<file path="config.mk">
export PLATFORM = sky130hd
export DESIGN_NAME = sm_sync_fifo_prot
export DESIGN_NICKNAME = d
export VERILOG_FILES = /design/src/rtl/sm_fifo_pkg.sv /design/src/rtl/sm_fifo_mem.sv /design/src/rtl/sm_sync_fifo_prot.sv
export SDC_FILE = /design/constraint.sdc
export NUM_CORES = 1
export LEC_CHECK = 0
export CORE_ASPECT_RATIO = 0.9
export CORE_MARGIN = 8
export CORE_UTILIZATION = 37
export DETAILED_ROUTE_END_ITERATION = 7
export PLACE_DENSITY = 0.59
export SYNTH_ARGS = -nofsm -noshare
export SYNTH_HDL_FRONTEND = slang
export SYNTH_SLANG_ARGS = --single-unit
export TNS_END_PERCENT = 30
</file>
<file path="constraint.sdc">
create_clock -name clk -period 4.5 [get_ports clk]
set_input_delay 0.9 -clock clk [delete_from_list [all_inputs] [get_ports clk]]
set_output_delay 0.9 -clock clk [all_outputs]
set_load 0.1 [all_outputs]
</file>
<file path="src/rtl/sm_fifo_pkg.sv">
// Shared helpers for the protected synchronous FIFO: width functions, the
// wrapping pointer increment and the error/status pulse struct.
package sm_fifo_pkg;

  function automatic int aw_f(input int depth);
    return (depth < 2) ? 1 : $clog2(depth);
  endfunction

  function automatic int cw_f(input int depth);
    return $clog2(depth + 1);
  endfunction

  // Explicit wrap at depth-1 so non-power-of-two depths never alias.
  function automatic logic [31:0] ptr_inc(input logic [31:0] ptr, input int depth);
    if (ptr == 32'(depth - 1)) begin
      return '0;
    end
    return ptr + 32'd1;
  endfunction

  typedef struct packed {
    logic overflow;
    logic underflow;
  } fifo_err_t;

endpackage

</file>
<file path="src/rtl/sm_fifo_mem.sv">
// DEPTH x DW flop storage with one synchronous write port and one
// asynchronous read port; contents are intentionally not reset.
module sm_fifo_mem
  import sm_fifo_pkg::*;
#(
  parameter int DW    = 32,
  parameter int DEPTH = 16,
  parameter int AW    = aw_f(DEPTH)
) (
  input  logic          clk,
  input  logic          we,
  input  logic [AW-1:0] waddr,
  input  logic [DW-1:0] wdata,
  input  logic [AW-1:0] raddr,
  output logic [DW-1:0] rdata
);

  logic [DW-1:0] mem_q [DEPTH];

  always_ff @(posedge clk) begin
    if (we) begin
      mem_q[waddr] <= wdata;
    end
  end

  assign rdata = mem_q[raddr];

endmodule

</file>
<file path="src/rtl/sm_sync_fifo_prot.sv">
// Protected synchronous FIFO: blocked overflow/underflow with pulse flags,
// any depth >= 2, occupancy and threshold flags. Define SYNC_FIFO_FWFT_EN
// for first-word-fall-through reads; default is a registered read port.
module sm_sync_fifo_prot
  import sm_fifo_pkg::*;
#(
  parameter  int DW        = 32,
  parameter  int DEPTH     = 16,
  parameter  int AFULL_TH  = 12,
  parameter  int AEMPTY_TH = 4,
  localparam int AW        = aw_f(DEPTH),
  localparam int CW        = cw_f(DEPTH)
) (
  input  logic          clk,
  input  logic          rstn,
  input  logic          wr_en,
  input  logic [DW-1:0] data_in,
  input  logic          rd_en,
  output logic [DW-1:0] data_out,
  output logic          rd_valid,
  output logic          empty,
  output logic          full,
  output logic          almost_full,
  output logic          almost_empty,
  output logic [CW-1:0] count,
  output logic          overflow,
  output logic          underflow
);

  logic [AW-1:0] wr_ptr_q, wr_ptr_d;
  logic [AW-1:0] rd_ptr_q, rd_ptr_d;
  logic [CW-1:0] count_q, count_d;
  fifo_err_t     err_q, err_d;
  logic          rd_acc;
  logic          wr_acc;
  logic [DW-1:0] mem_rdata;

  assign empty        = (count_q == '0);
  assign full         = (count_q == CW'(DEPTH));
  assign almost_full  = (count_q >= CW'(AFULL_TH));
  assign almost_empty = (count_q <= CW'(AEMPTY_TH));
  assign count        = count_q;
  assign overflow     = err_q.overflow;
  assign underflow    = err_q.underflow;

  // A write into a full FIFO is legal only when the head leaves in the same cycle.
  assign rd_acc = rd_en & ~empty;
  assign wr_acc = wr_en & (~full | rd_acc);

  always_comb begin
    wr_ptr_d        = wr_ptr_q;
    rd_ptr_d        = rd_ptr_q;
    count_d         = count_q;
    err_d.overflow  = wr_en & ~wr_acc;
    err_d.underflow = rd_en & ~rd_acc;
    if (wr_acc) begin
      wr_ptr_d = AW'(ptr_inc(32'(wr_ptr_q), DEPTH));
    end
    if (rd_acc) begin
      rd_ptr_d = AW'(ptr_inc(32'(rd_ptr_q), DEPTH));
    end
    case ({wr_acc, rd_acc})
      2'b10:   count_d = count_q + CW'(1);
      2'b01:   count_d = count_q - CW'(1);
      default: count_d = count_q;
    endcase
  end

  always_ff @(posedge clk or negedge rstn) begin
    if (!rstn) begin
      wr_ptr_q <= '0;
      rd_ptr_q <= '0;
      count_q  <= '0;
      err_q    <= '0;
    end else begin
      wr_ptr_q <= wr_ptr_d;
      rd_ptr_q <= rd_ptr_d;
      count_q  <= count_d;
      err_q    <= err_d;
    end
  end

  // Storage write happens at the same edge the head is read, so a full-FIFO
  // write-through-read still delivers the old word.
  sm_fifo_mem #(
    .DW    (DW),
    .DEPTH (DEPTH),
    .AW    (AW)
  ) u_mem (
    .clk   (clk),
    .we    (wr_acc),
    .waddr (wr_ptr_q),
    .wdata (data_in),
    .raddr (rd_ptr_q),
    .rdata (mem_rdata)
  );

`ifdef SYNC_FIFO_FWFT_EN
  assign data_out = mem_rdata;
  assign rd_valid = ~empty;
`else
  logic [DW-1:0] data_out_q, data_out_d;
  logic          rd_valid_q, rd_valid_d;

  always_comb begin
    data_out_d = data_out_q;
    rd_valid_d = rd_acc;
    if (rd_acc) begin
      data_out_d = mem_rdata;
    end
  end

  always_ff @(posedge clk or negedge rstn) begin
    if (!rstn) begin
      data_out_q <= '0;
      rd_valid_q <= 1'b0;
    end else begin
      data_out_q <= data_out_d;
      rd_valid_q <= rd_valid_d;
    end
  end

  assign data_out = data_out_q;
  assign rd_valid = rd_valid_q;
`endif

`ifndef SYNTHESIS
  a_count_range: assert property (@(posedge clk) disable iff (!rstn)
    count_q <= CW'(DEPTH));
  a_ptrs_range: assert property (@(posedge clk) disable iff (!rstn)
    (32'(wr_ptr_q) < 32'(DEPTH)) && (32'(rd_ptr_q) < 32'(DEPTH)));
`endif

endmodule

</file>
# Word level (Yosys, flattened, before mapping)
# Memory sizes are Yosys's and may differ from the RTL's. A register that Yosys moved wholly into a read port is not among the register bits.
# Index checks and enable logic that the tools add are counted.
[totals]
out_inout_bits = 44
input_bits = 36
ff_bits = 16
ramBits = 512
n_memories = 1
word_cells = 41
[classes]
order_cmp = 2
muxes = 11
addsub = 4
n_bitwise = 9
n_eq_ne = 5
reduce_logical = 3
[mem_list]
columns = ["name", "depth", "width", "rd", "rd_clocked_by_memory_dff", "write_ports", "line", "text"]
rows = [
  ["u_mem.mem_q", 16, 32, 1, 1, 1, "sm_fifo_mem.sv:18", "logic [DW-1:0] mem_q [DEPTH];"],
]
[op_table]
columns = ["op", "count"]
rows = [
  ["$mux 4", 4],
  ["$pmux 5 s2", 1],
  ["$add 4x1->4 const B", 2],
  ["$eq 4x4->1 const B", 2],
  ["$mux 1", 6],
  ["$add 5x1->5 const B", 1],
  ["$eq 5x5->1 const B", 1],
  ["$ge 5x4->1 const B", 1],
  ["$le 5x3->1 const B", 1],
  ["$logic_not 5->1", 1],
  ["$sub 5x1->5 const B", 1],
  ["$and 1x1->1", 4],
  ["$not 1->1", 4],
  ["$eq 2x1->1 const B", 1],
  ["$eq 2x2->1 const B", 1],
  ["$reduce_bool 2->1", 1],
  ["$logic_not 1->1", 1],
  ["$or 1x1->1", 1],
]

# Logic depth before layout (Yosys ltp)
[logic_depth]
depth_word = 7
ltp_mapped = 9
depth_no_buf = 8

# Cells and area by module
# A second synthesis with hierarchy kept.
[unflattened]
hier_cells = 1032
area_unflattened_um2 = 21306.7
[modules_own_cells]
columns = ["mod", "n_inst", "cells_each", "seq_area_each_um2", "area_each_um2"]
rows = [
  ["sm_fifo_mem", 1, 806, 15374.7, 19213.4],
  ["sm_sync_fifo_prot", 1, 226, 1201.2, 2093.3],
]

# Least setup slack after synthesis
# OpenSTA, ideal clock, no wires.
[synth_timing]
kind = "reg2out"
start = "reg count_q[4], in the netlist count[4]"
end = "out almost_empty"
required_ns = 3.600
n_path_buf = 1
slack_ns = 0.419
arrival_ns = 3.181
stages_incl_launch_ff = 3
path_cell_list = "dfrtp_1 -> clkbuf_1 -> nor3_1"
[synth_via]
elab_chain_cells = 1
[synth_rtl]
columns = ["element", "line", "text"]
rows = [
  ["start: declaration", "sm_sync_fifo_prot.sv:32", "logic [CW-1:0] count_q, count_d;"],
  ["start signal: assignment", "sm_sync_fifo_prot.sv:78", "count_q <= count_d;"],
  ["$le 5x3->1", "sm_sync_fifo_prot.sv:41", "assign almost_empty = (count_q <= CW'(AEMPTY_TH));"],
  ["end: declaration", "sm_sync_fifo_prot.sv:24", "output logic almost_empty,"],
]
# No other way between the ends.

# Worst setup path in the final report
[layout_timing]
start = "reg count_q[4], in the netlist count[4]"
end = "out almost_full"
[layout_via]
elab_chain_cells = 1
[layout_rtl]
columns = ["element", "line", "text"]
rows = [
  ["$ge 5x4->1", "sm_sync_fifo_prot.sv:40", "assign almost_full = (count_q >= CW'(AFULL_TH));"],
  ["end: declaration", "sm_sync_fifo_prot.sv:23", "output logic almost_full,"],
]
# No other way between the ends.

==> flow_summary.json <==
{
  "path_clk_slew_ps": 60,
  "p_leak_uw": 0.00796,
  "worstHoldPathType": "input port to asynchronous set/reset pin",
  "cts_sinks": 560,
  "drt_pre_antenna_iters": 5,
  "post_cts_buffers": 0,
  "hold_viol": 0,
  "syn-num-nets": 1011,
  "peakVddDrop_uv": 368,
  "dieArea_um2": 65600,
  "ys_top_cells_by_area": "edfxtp_1 72%, mux4_2 14%, dfrtp_1 5.6%",
  "die_h_um": 244,
  "synthToLayoutAreaGrowth_pct": 17.5,
  "core_area_um2": 57000,
  "wl_per_cell_um": 25.2,
  "cp_data_required_time_ps": 3600,
  "fin_crit_sh": 0.781,
  "syn_area_um2": 21300,
  "crit-reg2reg-launch": "count[0]",
  "n_antenna_cell": 0,
  "ys.flop_type": "edfxtp_1",
  "first_iter_violations": 841,
  "startpoint": "count[4]",
  "nFillCells": 4843,
  "crit_arrival_ps": 2610,
  "status": "completed",
  "endpoint": "almost_full",
  "skew_ps": 36.2,
  "numCtsBuffers": 56,
  "slew_headroom": 0.303,
  "finalNetCount": 1123,
  "grt_max_degree": 68,
  "vias": 10100,
  "cp-start-kind": "register",
  "routed_via_density": 5.36,
  "crit_chain": "inv_1, nand2_1, clkdlybuf4s50_1",
  "synth_compound_area_frac": 0.0335,
  "routed_wirelength_mm": 47.6,
  "synth_edf_count": 512,
  "gr-total-overflow": 0,
  "rr_worst_depth": 8,
  "yosys.area_share.simple": 0.0124,
  "ys_types": 42,
  "synth_xor_area_frac": 0.00205,
  "synthMuxAreaShare": 0.156,
  "synth_cells": 966,
  "cts_tree": "done",
  "worstSkewPairLatency_ps": 630,
  "ys_seq_area_frac": 0.778,
  "final-max-slew-violation-count": 0,
  "post-place-ws_ps": 859,
  "antenna_found_initial": 1,
  "cap_violations": 0,
  "synth_seq_cells": 560,
  "rsz0062_at_grt": "false",
  "hpwl_mm": 28.3,
  "finalSetupTns_ps": 0,
  "h-tree-depth": 2,
  "grt_pass1_wl_mm": 70.7,
  "worstPathMaxFanout": 12,
  "cts_hold_buf": 0,
  "yosys-top-cells-count": "512 x edfxtp_1, 128 x mux4_2, 64 x o22ai_1, 48 x dfrtp_1, 35 x a21oi_1",
  "drive_gt1_frac": 0.268,
  "r2r_slack_ps": 1130,
  "synth_top_area_cell": "edfxtp_1",
  "setup_slack_ps": 986,
  "synth_top_area_share": 0.721,
  "grtUsageTotal": 0.145,
  "grt_pass1_vias": 10600,
  "die_w_um": 269,
  "place_congestion": 0.767,
  "ios": 80,
  "drcViolationCount": 0,
  "rr_endpoint": "count[4]",
  "power_density_nw_per_um2": 668,
  "ys_async_sr_fraction": 0.0857,
  "slowest_stage": "clkdlybuf4s50_1",
  "avgSynthCellArea_um2": 22.1,
  "setup_viol": 0,
  "fin_crit_ps": 3510,
  "start_util": 0.374,
  "fmax_ghz": 0.285,
  "synth_fa_ha_area_frac": 0.00563,
  "cts_resized": 0,
  "row_count": 83,
  "cts_root_buf": "clkbuf_16",
  "cp-end-kind": "primary output",
  "ant_nets": 0,
  "cpPeakStageDelay_ps": 1130,
  "yosys.cell_count.top_type": "edfxtp_1",
  "tightestPinTransition_ps": 1050,
  "crit_type": "register to primary output",
  "io_buffers": 79,
  "yosysWarnings": 0,
  "synth_top_family_by_area": "multiplexers",
  "clockBufferDepth": 3
}
## metrics by stage
stage / instance area (um2) / cells / total power, uW / hold WS [ps] / utilization
CTS: 25100 / 1890 / 17000 / 389 / 0.439
floorplan: 21300 / 966 / 10600 / 529 / -
detailed placement: 23200 / 1785 / 12300 / 564 / 0.407
finish: 25100 / 1890 / 16700 / 395 / 0.439
global placement: 23200 / 1785 / 12200 / 558 / 0.407
global route: 25100 / 1890 / 17400 / 429 / 0.439
## report_power, final
group	switching, uW	leakage, uW	total, uW	internal (uW)
Sequential	510	0.00517	6820	6310
Clock	1970	0.000901	4670	2700
Combinational	3220	0.00189	5260	2040
Total	5700	0.00796	16700	11000
## cells by family (layout without fill, tap and decap cells)
family,after synthesis,after routing
flops,560,560
mux,166,166
compound gates,117,117
buf+inv,60,219
simple gates,49,49
fa+ha+maj,9,9
xor+xnor,5,5
## area by class of cell
type                            instances  area, um2  share of cell area
Sequential cell                       560      16600               0.662
Multi-Input combinational cell        346       4490               0.179
Inverter                                6       22.5            0.000899
Clock inverter                         33        368              0.0147
Tap cell                              765        957              0.0382
Clock buffer                           72       1490              0.0595
Timing Repair Buffer                  108       1140              0.0453
## metal layers
| metal | track usage | up-vias | part of all wire |
|---|---|---|---|
| met4 | 0.0415 | 2 | 0.019 |
| li1 | - | 4300 | - |
| met3 | 0.0260 | 67 | 0.056 |
| met2 | 0.230 | 292 | 0.48 |
| met5 | 0 | - | 0.00027 |
| met1 | 0.203 | 5462 | 0.45 |
## cell usage in the layout, fill, tap and decap left out, drive strengths merged, types with 4 or more instances in the layout
master         synthesis  routed
mux2                  35      35
mux4                 128     128
and3                   9       9
a21o                   4       4
inv                    6       8
ha                     8       8
xnor2                  4       4
and2                   8       8
edfxtp               512     512
o21ai                  7       7
clkdlybuf4s50          0      76
nand2                 11      11
clkbuf                30      72
clkinv                 0      22
a21oi                 35      35
o22ai                 64      64
dfrtp                 48      48
nor3                   5       5
nor2                   4       4
bufinv                 0       6
buf                   24      32
## flip-flops by register name (all words and copies together) (netlist names)
register,count
wr_ptr_q,4
overflow,1
underflow,1
rd_ptr_q,4
u_mem.mem_q,512
data_out,32
count,5
rd_valid,1
## critical path: cells and delay by family (launching register included)
kind / cells / cell delay (ps)
and+or+nand+nor: 1 / 90
buffers and inverters: 2 / 1270
DFF: 1 / 660
## worst min path at each step
stage,end,slack [ps],cells past startpoint
after floorplan,wr_ptr_q[2],530,1
after global placement,data_out[25],560,2
after detailed placement,data_out[25],560,2
after CTS,data_out[21],390,1
after global routing,data_out[30],430,1
final,data_out[21],400,1
Power figures use the tool's default switching activity.
